==> src/rtl/pipe_ctrl_pkg.sv <==
// Shared control-word type, result/forward encodings and the forwarding-select
// helper for the pipeline hazard sequencer.
package pipe_ctrl_pkg;

  localparam logic [1:0] RES_ALU = 2'b00;
  localparam logic [1:0] RES_MEM = 2'b01;
  localparam logic [1:0] RES_PC4 = 2'b11;

  localparam logic [1:0] FWD_RF  = 2'b00;
  localparam logic [1:0] FWD_WB  = 2'b01;
  localparam logic [1:0] FWD_MEM = 2'b10;

  typedef struct packed {
    logic       reg_write;
    logic       mem_write;
    logic       alu_src;
    logic       branch;
    logic       jump;
    logic [1:0] result_src;
    logic [4:0] rs1;
    logic [4:0] rs2;
    logic [4:0] rd;
  } ctrl_t;

  localparam ctrl_t CTRL_BUBBLE = '0;

  // The MEM-stage producer is younger than WB, so it wins; x0 never forwards.
  function automatic logic [1:0] fwd_sel(input logic [4:0] rs,
                                         input logic       m_rw,
                                         input logic [4:0] m_rd,
                                         input logic       w_rw,
                                         input logic [4:0] w_rd);
    if (m_rw && (m_rd != 5'd0) && (m_rd == rs)) return FWD_MEM;
    if (w_rw && (w_rd != 5'd0) && (w_rd == rs)) return FWD_WB;
    return FWD_RF;
  endfunction

endpackage

==> src/rtl/pipe_hazard_sequencer_if.sv <==
// Decoder-side inputs and hazard/pipeline-control outputs of the sequencer.
// The master side is the decoder/datapath, the slave side is the sequencer.
interface pipe_hazard_sequencer_if #(
  parameter int CNT_W = 32
);
  logic             reg_write_d;
  logic             mem_write_d;
  logic             alu_src_d;
  logic             branch_d;
  logic             jump_d;
  logic [1:0]       result_src_d;
  logic [4:0]       rs1_d;
  logic [4:0]       rs2_d;
  logic [4:0]       rd_d;
  logic             zero_e;
  logic             mem_ready;

  logic             stall_f;
  logic             stall_d;
  logic             flush_d;
  logic             flush_e;
  logic             pcsrc_e;
  logic [1:0]       fwd_a_e;
  logic [1:0]       fwd_b_e;
  logic             alu_src_e;
  logic             mem_write_m;
  logic [1:0]       result_src_w;
  logic             reg_write_w;
  logic [4:0]       rd_w;
  logic             err_timeout;
  logic [CNT_W-1:0] bubble_cnt;

  modport master (
    output reg_write_d, mem_write_d, alu_src_d, branch_d, jump_d,
    output result_src_d, rs1_d, rs2_d, rd_d, zero_e, mem_ready,
    input  stall_f, stall_d, flush_d, flush_e, pcsrc_e,
    input  fwd_a_e, fwd_b_e, alu_src_e, mem_write_m,
    input  result_src_w, reg_write_w, rd_w, err_timeout, bubble_cnt
  );

  modport slave (
    input  reg_write_d, mem_write_d, alu_src_d, branch_d, jump_d,
    input  result_src_d, rs1_d, rs2_d, rd_d, zero_e, mem_ready,
    output stall_f, stall_d, flush_d, flush_e, pcsrc_e,
    output fwd_a_e, fwd_b_e, alu_src_e, mem_write_m,
    output result_src_w, reg_write_w, rd_w, err_timeout, bubble_cnt
  );

endinterface

==> src/rtl/ctrl_stage_reg.sv <==
// One pipeline control-word register: clear (bubble) beats enable (advance),
// disabled means hold.
module ctrl_stage_reg
  import pipe_ctrl_pkg::*;
(
  input  logic  clk,
  input  logic  rst_n,
  input  logic  i_en,
  input  logic  i_clr,
  input  ctrl_t i_d,
  output ctrl_t o_q
);

  ctrl_t r_q;

  always_ff @(posedge clk or negedge rst_n) begin
    if (!rst_n) begin
      r_q <= CTRL_BUBBLE;
    end else if (i_clr) begin
      r_q <= CTRL_BUBBLE;
    end else if (i_en) begin
      r_q <= i_d;
    end
  end

  assign o_q = r_q;

endmodule

==> src/rtl/pipe_hazard_sequencer.sv <==
// Carries decoder control through E/M/W and resolves load-use, branch/jump,
// forwarding and data-memory wait hazards; also a mem-wait watchdog and bubble counter.
module pipe_hazard_sequencer
  import pipe_ctrl_pkg::*;
#(
  parameter int MEM_TIMEOUT = 16,
  parameter int CNT_W       = 32
) (
  input  logic                    clk,
  input  logic                    rst_n,
  pipe_hazard_sequencer_if.slave  bus
);

  localparam int                WAIT_W   = $clog2(MEM_TIMEOUT + 1);
  localparam logic [WAIT_W-1:0] WAIT_MAX = WAIT_W'(MEM_TIMEOUT);

  function automatic logic [CNT_W-1:0] sat_inc(input logic [CNT_W-1:0] v);
    return (&v) ? v : v + 1'b1;
  endfunction

  ctrl_t w_ctrl_d;
  ctrl_t w_ctrl_e;
  ctrl_t w_ctrl_m;
  ctrl_t w_ctrl_w;

  logic w_pcsrc;
  logic w_lu;
  logic w_mwait;
  logic w_e_clr;
  logic w_adv;
  logic w_bubble;

  logic [WAIT_W-1:0] r_wait_cnt;
  logic              r_err_timeout;
  logic [CNT_W-1:0]  r_bubble_cnt;

  assign w_ctrl_d = '{reg_write:  bus.reg_write_d,
                      mem_write:  bus.mem_write_d,
                      alu_src:    bus.alu_src_d,
                      branch:     bus.branch_d,
                      jump:       bus.jump_d,
                      result_src: bus.result_src_d,
                      rs1:        bus.rs1_d,
                      rs2:        bus.rs2_d,
                      rd:         bus.rd_d};

  // Hazard detection
  assign w_pcsrc = (w_ctrl_e.branch & bus.zero_e) | w_ctrl_e.jump;
  assign w_lu    = (w_ctrl_e.result_src == RES_MEM) && (w_ctrl_e.rd != 5'd0) &&
                   ((w_ctrl_e.rd == bus.rs1_d) || (w_ctrl_e.rd == bus.rs2_d));
  assign w_mwait = (w_ctrl_m.mem_write | (w_ctrl_m.result_src == RES_MEM)) & ~bus.mem_ready;

  // A memory wait freezes E and M and drains W; it masks both flush and load-use.
  assign w_adv    = ~w_mwait;
  assign w_e_clr  = w_adv & (w_pcsrc | w_lu);
  assign w_bubble = w_mwait | w_pcsrc | w_lu;

  ctrl_stage_reg u_stage_e (
    .clk   (clk),
    .rst_n (rst_n),
    .i_en  (w_adv),
    .i_clr (w_e_clr),
    .i_d   (w_ctrl_d),
    .o_q   (w_ctrl_e)
  );

  ctrl_stage_reg u_stage_m (
    .clk   (clk),
    .rst_n (rst_n),
    .i_en  (w_adv),
    .i_clr (1'b0),
    .i_d   (w_ctrl_e),
    .o_q   (w_ctrl_m)
  );

  ctrl_stage_reg u_stage_w (
    .clk   (clk),
    .rst_n (rst_n),
    .i_en  (1'b1),
    .i_clr (w_mwait),
    .i_d   (w_ctrl_m),
    .o_q   (w_ctrl_w)
  );

  // Watchdog: err sets on the edge where the consecutive-wait count reaches MEM_TIMEOUT
  always_ff @(posedge clk or negedge rst_n) begin
    if (!rst_n) begin
      r_wait_cnt    <= '0;
      r_err_timeout <= 1'b0;
    end else if (w_mwait) begin
      if (r_wait_cnt != WAIT_MAX) r_wait_cnt <= r_wait_cnt + 1'b1;
      if (r_wait_cnt >= (WAIT_MAX - 1'b1)) r_err_timeout <= 1'b1;
    end else begin
      r_wait_cnt <= '0;
    end
  end

  always_ff @(posedge clk or negedge rst_n) begin
    if (!rst_n) begin
      r_bubble_cnt <= '0;
    end else if (w_bubble) begin
      r_bubble_cnt <= sat_inc(r_bubble_cnt);
    end
  end

  assign bus.stall_f      = w_mwait | (w_lu & ~w_pcsrc);
  assign bus.stall_d      = w_mwait | (w_lu & ~w_pcsrc);
  assign bus.flush_d      = w_adv & w_pcsrc;
  assign bus.flush_e      = w_e_clr;
  assign bus.pcsrc_e      = w_pcsrc;
  assign bus.fwd_a_e      = fwd_sel(w_ctrl_e.rs1, w_ctrl_m.reg_write, w_ctrl_m.rd,
                                    w_ctrl_w.reg_write, w_ctrl_w.rd);
  assign bus.fwd_b_e      = fwd_sel(w_ctrl_e.rs2, w_ctrl_m.reg_write, w_ctrl_m.rd,
                                    w_ctrl_w.reg_write, w_ctrl_w.rd);
  assign bus.alu_src_e    = w_ctrl_e.alu_src;
  assign bus.mem_write_m  = w_ctrl_m.mem_write;
  assign bus.result_src_w = w_ctrl_w.result_src;
  assign bus.reg_write_w  = w_ctrl_w.reg_write;
  assign bus.rd_w         = w_ctrl_w.rd;
  assign bus.err_timeout  = r_err_timeout;
  assign bus.bubble_cnt   = r_bubble_cnt;

  // W only exposes writeback fields; the rest of its control word is dead.
  logic w_unused_w;
  assign w_unused_w = ^{w_ctrl_w.mem_write, w_ctrl_w.alu_src, w_ctrl_w.branch,
                        w_ctrl_w.jump, w_ctrl_w.rs1, w_ctrl_w.rs2};

endmodule

==> src/flat_wrapper.sv <==
// flat-port wrapper written by rule: the top's interface ports become plain ports
module pipe_hazard_sequencer_flat import pipe_ctrl_pkg::*;
#(
  parameter int MEM_TIMEOUT = 16,
  parameter int CNT_W       = 32
)
  (clk, rst_n, bus_reg_write_d, bus_mem_write_d, bus_alu_src_d, bus_branch_d, bus_jump_d, bus_result_src_d, bus_rs1_d, bus_rs2_d, bus_rd_d, bus_zero_e, bus_mem_ready, bus_stall_f, bus_stall_d, bus_flush_d, bus_flush_e, bus_pcsrc_e, bus_fwd_a_e, bus_fwd_b_e, bus_alu_src_e, bus_mem_write_m, bus_result_src_w, bus_reg_write_w, bus_rd_w, bus_err_timeout, bus_bubble_cnt);
  pipe_hazard_sequencer_if #(.CNT_W(CNT_W)) bus_i ();
  input  logic clk;
  input  logic rst_n;
  input wire logic [$bits(bus_i.reg_write_d)-1:0] bus_reg_write_d;
  input wire logic [$bits(bus_i.mem_write_d)-1:0] bus_mem_write_d;
  input wire logic [$bits(bus_i.alu_src_d)-1:0] bus_alu_src_d;
  input wire logic [$bits(bus_i.branch_d)-1:0] bus_branch_d;
  input wire logic [$bits(bus_i.jump_d)-1:0] bus_jump_d;
  input wire logic [$bits(bus_i.result_src_d)-1:0] bus_result_src_d;
  input wire logic [$bits(bus_i.rs1_d)-1:0] bus_rs1_d;
  input wire logic [$bits(bus_i.rs2_d)-1:0] bus_rs2_d;
  input wire logic [$bits(bus_i.rd_d)-1:0] bus_rd_d;
  input wire logic [$bits(bus_i.zero_e)-1:0] bus_zero_e;
  input wire logic [$bits(bus_i.mem_ready)-1:0] bus_mem_ready;
  output wire logic [$bits(bus_i.stall_f)-1:0] bus_stall_f;
  output wire logic [$bits(bus_i.stall_d)-1:0] bus_stall_d;
  output wire logic [$bits(bus_i.flush_d)-1:0] bus_flush_d;
  output wire logic [$bits(bus_i.flush_e)-1:0] bus_flush_e;
  output wire logic [$bits(bus_i.pcsrc_e)-1:0] bus_pcsrc_e;
  output wire logic [$bits(bus_i.fwd_a_e)-1:0] bus_fwd_a_e;
  output wire logic [$bits(bus_i.fwd_b_e)-1:0] bus_fwd_b_e;
  output wire logic [$bits(bus_i.alu_src_e)-1:0] bus_alu_src_e;
  output wire logic [$bits(bus_i.mem_write_m)-1:0] bus_mem_write_m;
  output wire logic [$bits(bus_i.result_src_w)-1:0] bus_result_src_w;
  output wire logic [$bits(bus_i.reg_write_w)-1:0] bus_reg_write_w;
  output wire logic [$bits(bus_i.rd_w)-1:0] bus_rd_w;
  output wire logic [$bits(bus_i.err_timeout)-1:0] bus_err_timeout;
  output wire logic [$bits(bus_i.bubble_cnt)-1:0] bus_bubble_cnt;
  assign bus_i.reg_write_d = bus_reg_write_d;
  assign bus_i.mem_write_d = bus_mem_write_d;
  assign bus_i.alu_src_d = bus_alu_src_d;
  assign bus_i.branch_d = bus_branch_d;
  assign bus_i.jump_d = bus_jump_d;
  assign bus_i.result_src_d = bus_result_src_d;
  assign bus_i.rs1_d = bus_rs1_d;
  assign bus_i.rs2_d = bus_rs2_d;
  assign bus_i.rd_d = bus_rd_d;
  assign bus_i.zero_e = bus_zero_e;
  assign bus_i.mem_ready = bus_mem_ready;
  assign bus_stall_f = bus_i.stall_f;
  assign bus_stall_d = bus_i.stall_d;
  assign bus_flush_d = bus_i.flush_d;
  assign bus_flush_e = bus_i.flush_e;
  assign bus_pcsrc_e = bus_i.pcsrc_e;
  assign bus_fwd_a_e = bus_i.fwd_a_e;
  assign bus_fwd_b_e = bus_i.fwd_b_e;
  assign bus_alu_src_e = bus_i.alu_src_e;
  assign bus_mem_write_m = bus_i.mem_write_m;
  assign bus_result_src_w = bus_i.result_src_w;
  assign bus_reg_write_w = bus_i.reg_write_w;
  assign bus_rd_w = bus_i.rd_w;
  assign bus_err_timeout = bus_i.err_timeout;
  assign bus_bubble_cnt = bus_i.bubble_cnt;
  pipe_hazard_sequencer #(.MEM_TIMEOUT(MEM_TIMEOUT), .CNT_W(CNT_W)) u_core (.clk(clk), .rst_n(rst_n), .bus(bus_i));
endmodule
==> config.mk <==
export PLATFORM = sky130hd
export DESIGN_NAME = pipe_hazard_sequencer_flat
export DESIGN_NICKNAME = d
export VERILOG_FILES = /design/src/rtl/pipe_ctrl_pkg.sv /design/src/rtl/pipe_hazard_sequencer_if.sv /design/src/rtl/ctrl_stage_reg.sv /design/src/rtl/pipe_hazard_sequencer.sv /design/src/flat_wrapper.sv
export SDC_FILE = /design/constraint.sdc
export NUM_CORES = 1
export LEC_CHECK = 0
export BUFFER_PORTS_ARGS = -buffer_cell sky130_fd_sc_hd__buf_2
export CAP_MARGIN = 20
export CORE_MARGIN = 2
export CORE_UTILIZATION = 50
export CTS_CLUSTER_DIAMETER = 60
export CTS_CLUSTER_SIZE = 8
export DETAILED_ROUTE_END_ITERATION = 16
export HOLD_SLACK_MARGIN = 0.15
export PLACE_DENSITY_LB_ADDON = 0.25
export SLEW_MARGIN = 20
export SYNTH_ARGS = -nofsm -noshare
export SYNTH_HDL_FRONTEND = slang
export SYNTH_HIERARCHICAL = 1
export SYNTH_SLANG_ARGS = --single-unit
==> constraint.sdc <==
create_clock -name clk -period 5.2 [get_ports clk]
set_clock_uncertainty 0.15 [all_clocks]
set_input_delay 1.04 -clock clk [delete_from_list [all_inputs] [get_ports clk]]
set_output_delay 1.04 -clock clk [all_outputs]
set_load 0.02 [all_outputs]
==> results.md, run 1 <==
* Flop2flop setup slack at roughly 2.6 ns
* Die area at around 0.009 mm2
* Cts hold-fix bufs at 0
* Final Hold Vio Count at 0
* Initial antenna violation count at 0
* Hold EP: u_core/bus.bubble_cnt[7]
* FP Rows at 33
* Largest net degree at the start of global routing at 78
* Total gr overflow at 0
* Vias in the first global route at roughly 2,800
* Final worst slack at approximately 1.5 ns
* Later-pin clock latency in the skew report at between 0.3 and 0.4 ns
* Relative slew slack at a little under two fifths
* Initial DRT Pass Iterations at 4
* Synth Warn # at 6
* Period minus WS final at between 3 and 4 ns
* Post-CTS Resized at 0
* Critical Path End Type: output pin
* RSZ-0062 raised after global routing: false
* Core area at roughly 0.0081 mm2
* Area added between synthesis and finish at 12.4%
* Max Cap Viol at 0
* Setup bufs post-CTS at 0
* Nets at ~470
* Diode count at 0
* Starting DRC count in detailed routing at 82
* Reg2reg end: u_core/bus.bubble_cnt[20]
* Peak VDD IR at 180 uV
* GPL Wtd Cong at between 0.8 and 0.9
* Drt wl/cell at 15.7 um
* Worst reg2reg path depth at 7
* CTS tree: done
* Buf/Inv on CP at 2
* Dpl ws at roughly 1.5 ns
* Max stage delay on crit path at between 0.3 and 0.4 ns
* Slew at the pin closest to its max-slew limit at roughly 0.95 ns
* Final setup viols at 0
* Initial core utilization at between 50% and 60%
* Final WL at roughly 8600 um
* Area of the multi-input gates at between 0.0015 and 0.002 mm2
* Reg area at between 0.0015 and 0.002 mm2
* Final Cycle Share at 71.2%
* Worst reg2reg startpoint: u_core/bus.bubble_cnt[0]
* CTS buffer count at 9
* Layout cell share with drive strength beyond 1 at between 20% and 30%
* Crit-path slowest cell: o22ai_1
* Setup CP Type: input port to output pin
* Power Density at around 410 mW/mm2
* CP required at 4.01 ns
* Antenna viol nets, final at 0
* Reg clk slew, reported paths at roughly 0.080 ns
* CP most frequent cell: buf_2
* Max H-tree Level at 3
* Hold depth at 1
* Vias at just under 3,000
* Leak at 2.51 nW
* Fmax at roughly 0.27 GHz
* GRT Overall Usage at 20.6%
* Min-Delay Path Class: flip-flop to flip-flop
* Synthesized area per cell at around 11 um2
* DRC at 0
* Global-route wire length before repair at approximately 14,000 um
* Post-Syn Area at 0.00411 mm2
* Fillcell total at 746
* Vias per cell at 5.31
* Post-layout util at between 50% and 60%
* Startpoint Class: input port
* PortBufs at slightly below 80
* Hold Crit Start: u_core/bus.bubble_cnt[7]
* Clock Path Buffers at 2
* Setup TNS Final at 0 ns
* CP delay by family, top: compound AO/OA/AOI/OAI gates
* CP arrival at around 2.5 ns
* Ports at a little under 80
* Status: finished, final reports clean
* Max Slew Vio Count at 0
* Die Y at roughly 95 um
* Crit-path max FO at 3
* Clock root buffer: clkbuf_8
* Die width at 94.7 um
* Placed wire-length estimate at a little over 6000 um
* Gate Count Post-Synth at roughly 370
* Clock net sink count at 77
* Crit path cell chain: buf_2, xnor2_1, nand3_1, o22ai_1, nand2_1, o21ai_0, buf_2
==> registers in the layout, indices dropped and copies added (netlist names) <==
signal / flops
u_core/r_wait_cnt: 5
u_core/u_stage_m/o_q: 9
u_core/bus.err_timeout: 1
u_core/bus.bubble_cnt: 32
u_core/u_stage_w/o_q: 8
u_core/u_stage_e/o_q: 22
==> report_power, final <==
group          leakage [nW]  internal [W]  switching, W
Sequential             1.02      0.000715      0.000152
Clock                0.0836      0.000198      0.000221
Combinational          1.40      0.000254      0.000354
Total                  2.51       0.00117      0.000726
==> layout by cell type (no fill, tap or decap), drive strengths merged, types with 5 or more instances in the layout <==
| cell | instances |
|---|---|
| nand2 | 8 |
| nor4 | 5 |
| nand4 | 15 |
| inv | 9 |
| and4 | 5 |
| and3 | 14 |
| buf | 79 |
| nor3 | 5 |
| nor2 | 49 |
| clkbuf | 11 |
| nand3 | 23 |
| xor2 | 17 |
| dfrtp | 77 |
| xnor2 | 46 |
| mux2i | 40 |
| or4 | 5 |
==> metrics by stage <==
stage	area [um2]	total power [W]	std cells	hold WS [ns]
after detailed placement	4440	0.00149	535	0.332
after global placement	4440	0.00147	535	0.325
final	4630	0.00189	551	0.345
after CTS	4630	0.00191	551	0.349
after global routing	4630	0.00201	551	0.366
after floorplan	4120	0.00133	372	0.336
==> cell type report <==
type | count | share of cell area (%)
Timing Repair Buffer | 79 | 8.71
Sequential cell | 77 | 41.7
Clock buffer | 11 | 3.27
Clock inverter | 5 | 0.757
Multi-Input combinational cell | 265 | 42.0
Inverter | 9 | 0.730
Tap cell | 105 | 2.84
==> layer usage <==
layer  global-route usage, %  wire length [um]  vias up
li1                        -                 -     1408
met1                    27.9              3970     1440
met2                    33.5              4180       69
met3                    3.03               357       10
met4                    7.85               136        0
met5                       0                 0        -
==> worst max path at each step <==
stage	from	endpoint	slack, ns	cells after the start
floorplan	bus_rs1_d[4]	bus_stall_f	1.59	6
global placement	bus_rs1_d[0]	bus_stall_d	1.54	7
detailed placement	bus_rs1_d[2]	bus_stall_d	1.50	7
CTS	bus_rs1_d[2]	bus_stall_d	1.49	7
global route	bus_rs1_d[2]	bus_stall_f	1.40	7
finish	bus_rs1_d[2]	bus_stall_d	1.50	7
Power figures use the tool's default switching activity.
==> run 2, diff against run 1 <==
- ABC_AREA: unset -> 1
- clock period: 5.2 -> 3.3 ns (I/O delays scaled with it)
==> run 2 against run 1 <==
Final area grew 14%. Critical path depth increased by 2. Register-to-register slack lost 1.7 ns. Non-clock buffer count rose by 1. Area after synthesis grew 16%. Hold slack lost 0.074 ns.
==> results.md, run 2 <==
* Status: finished, final reports clean (unchanged)
* Most frequent cells in the layout: nand2_1, nand3_1, dfrtp_1, buf_2, nor2_1 (was dfrtp_1, buf_2, nor2_1, xnor2_1, mux2i_1)
* DRC at 0 (unchanged)
* CP required at 2.49 ns (was 4.01 ns)
* Initial DRT Pass Iterations at 5 (was 4)
* Post-layout util at 57.1% (was 57.2%)
* Cts hold-fix bufs at 0 (unchanged)
* PortBufs at 77 (unchanged)
* Antenna viol nets, final at 0 (unchanged)
* Comb power frac at 34.8% (was 32.1%)
* Sw frac at 41.4% (was 38.4%)
* Final Cycle Share at just under 90%
* Core area at 0.00924 mm2 (was 0.00809 mm2)
* Relative slew slack at 34.9% (was 36.8%)
* Pint at 0.00198 W (was 0.00117 W)
* Total gr overflow at 0 (unchanged)
* Area of the multi-input gates at 0.00234 mm2 (was 0.00194 mm2)
* Vias in the first global route at 4,086 (was 2,823)
* Later-pin clock latency in the skew report at 0.35 ns (was 0.34 ns)
* Commonest non-fill, non-tap cell in the layout: nand2_1 (was dfrtp_1)
* Startpoint Class: flip-flop (was input port)
* Clock network power share at 22.9% (was 22.1%)
* Reg area at 0.00193 mm2 (unchanged)
* Synthesized area per cell at 7.34 um2 (was 11.1 um2)
* Post-CTS Resized at 0 (unchanged)
* Final worst slack at 0.417 ns (was 1.50 ns)
* Die width at 102 um (was 94.7 um)
* Fillcell total at 899 (was 746)
* Dpl ws at 0.555 ns (was 1.50 ns)
* Vias at 4,281 (was 2,927)
* Setup TNS Final at 0 ns (unchanged)
* CP arrival at 2.07 ns (was 2.51 ns)
* Setup CP Type: flip-flop to output pin (was input port to output pin)
* Final setup viols at 0 (unchanged)
* Reg power frac at 42.3% (was 45.8%)
* Fmax at 0.347 GHz
* Clock net sink count at 77 (unchanged)
* Initial core utilization at 51.5% (was 50.8%)
* Die area at 0.0103 mm2 (was 0.00897 mm2)
* Max H-tree Level at 3 (unchanged)
* Nets at 745 (was 471)
* Min-Delay Path Class: input port to asynchronous set/reset pin (was flip-flop to flip-flop)
* Clock Path Buffers at 2 (unchanged)
* GPL Wtd Cong at 0.875 (was 0.838)
* Synth Warn # at 6 (unchanged)
* Initial antenna violation count at 0 (unchanged)
* Gate Count Post-Synth at 648 (was 371)
* Power Density at 641 mW/mm2 (was 409 mW/mm2)
* Slew at the pin closest to its max-slew limit at 0.977 ns (was 0.948 ns)
* Die Y at 102 um (was 94.7 um)
* Ports at 78 (unchanged)
* RSZ-0062 raised after global routing: false (unchanged)
* Max Slew Vio Count at 0 (unchanged)
* Critical Path End Type: output pin (unchanged)
* Leak at 2.89 nW (was 2.51 nW)
* CTS buffer count at 9 (unchanged)
* CTS tree: done (unchanged)
* Total power at 0.00338 W (was 0.00189 W)
* Placed Cells at 833 (was 535)
* Global-route wire length before repair at 19,000 um (was 14,200 um)
* Crit-path max FO at 7 (was 3)
* Drt wl/cell at 13.0 um (was 15.7 um)
* Max Cap Viol at 0 (unchanged)
* Layout cell share with drive strength beyond 1 at 15.7% (was 25.1%)
* Vias per cell at 5.05 (was 5.31)
* Clock root buffer: clkbuf_8 (unchanged)
* Diode count at 0 (unchanged)
* Final Hold Vio Count at 0 (unchanged)
* Post-Syn Area at 0.00476 mm2 (was 0.00411 mm2)
* Switch Pwr at 0.00140 W (was 0.000726 W)
* Final cell count without fillers at 848 (was 551)
* Final WL at 11,000 um (was 8650 um)
* Largest net degree at the start of global routing at 78 (unchanged)
* Starting DRC count in detailed routing at 187 (was 82)
* Largest register FFs at 32 (unchanged)
* FP Rows at 35 (was 33)
* Reg clk slew, reported paths at 0.08 ns (about the same)
* Placed wire-length estimate at 8000 um (was 6130 um)
* Peak VDD IR at 604 uV (was 180 uV)
* GRT Overall Usage at 23.2% (was 20.6%)
* Area added between synthesis and finish at 10.8% (was 12.4%)
* Period minus WS final at between 2 and 3 ns
* Setup bufs post-CTS at 0 (unchanged)
[run 2: cell type report]
| type | count | share of cell area, % |
|---|---|---|
| Clock inverter | 6 | 1.68 |
| Tap cell | 129 | 3.06 |
| Sequential cell | 77 | 36.5 |
| Inverter | 58 | 4.13 |
| Clock buffer | 9 | 2.35 |
| Timing Repair Buffer | 80 | 7.78 |
| Multi-Input combinational cell | 489 | 44.4 |
[run 2: worst paths after layout]
check,from,endpoint,slack (ns),depth (start not counted)
max,u_core/u_stage_e/o_q[0],bus_flush_e,0.42,9
min,rst_n,u_core/u_stage_e/o_q[6],0.27,1
max reg2reg,u_core/u_stage_e/o_q[0],u_core/u_stage_e/o_q[9],0.88,11
min reg2reg,u_core/u_stage_e/o_q[19],u_core/u_stage_e/o_q[19],0.33,2
max in group asynchronous,rst_n,u_core/bus.err_timeout,2.05,1
min in group clk,u_core/u_stage_e/o_q[19],u_core/u_stage_e/o_q[19],0.33,2
[run 2: worst max-delay path: stages, from the launching register on]
cell	delay [ns]
dfrtp_1	0.52
nand2_1	0.10
inv_1	0.08
nor2_1	0.04
nor2_1	0.10
nand3_1	0.08
nand2_1	0.08
nand2_1	0.13
a21oi_1	0.35
buf_2	0.24
[run 2: power by group through the flow]
stage	Combinational, W	Sequential [W]	Clock (W)
floorplan	0.000944	0.00144	0
global placement	0.00113	0.00143	0
detailed placement	0.00117	0.00145	0
CTS	0.00118	0.00143	0.000797
global route	0.00134	0.00147	0.000847
finish	0.00118	0.00143	0.000773
[run 2: routing by layer]
metal  wire [um]  global-route usage, %  vias to the layer above
met5           0                      0                        -
met4         175                   7.80                        0
met3         606                   4.49                       14
met2        4760                   34.6                      124
met1        5500                   33.8                     1995
li1            -                      -                     2148
[run 2: per-stage QoR]
| step | hold WS [ns] | instance area, um2 |
|---|---|---|
| final | 0.271 | 5270 |
| after global routing | 0.349 | 5270 |
| after CTS | 0.335 | 5270 |
| after detailed placement | 0.314 | 5060 |
| after global placement | 0.303 | 5060 |
| after floorplan | 0.214 | 4770 |
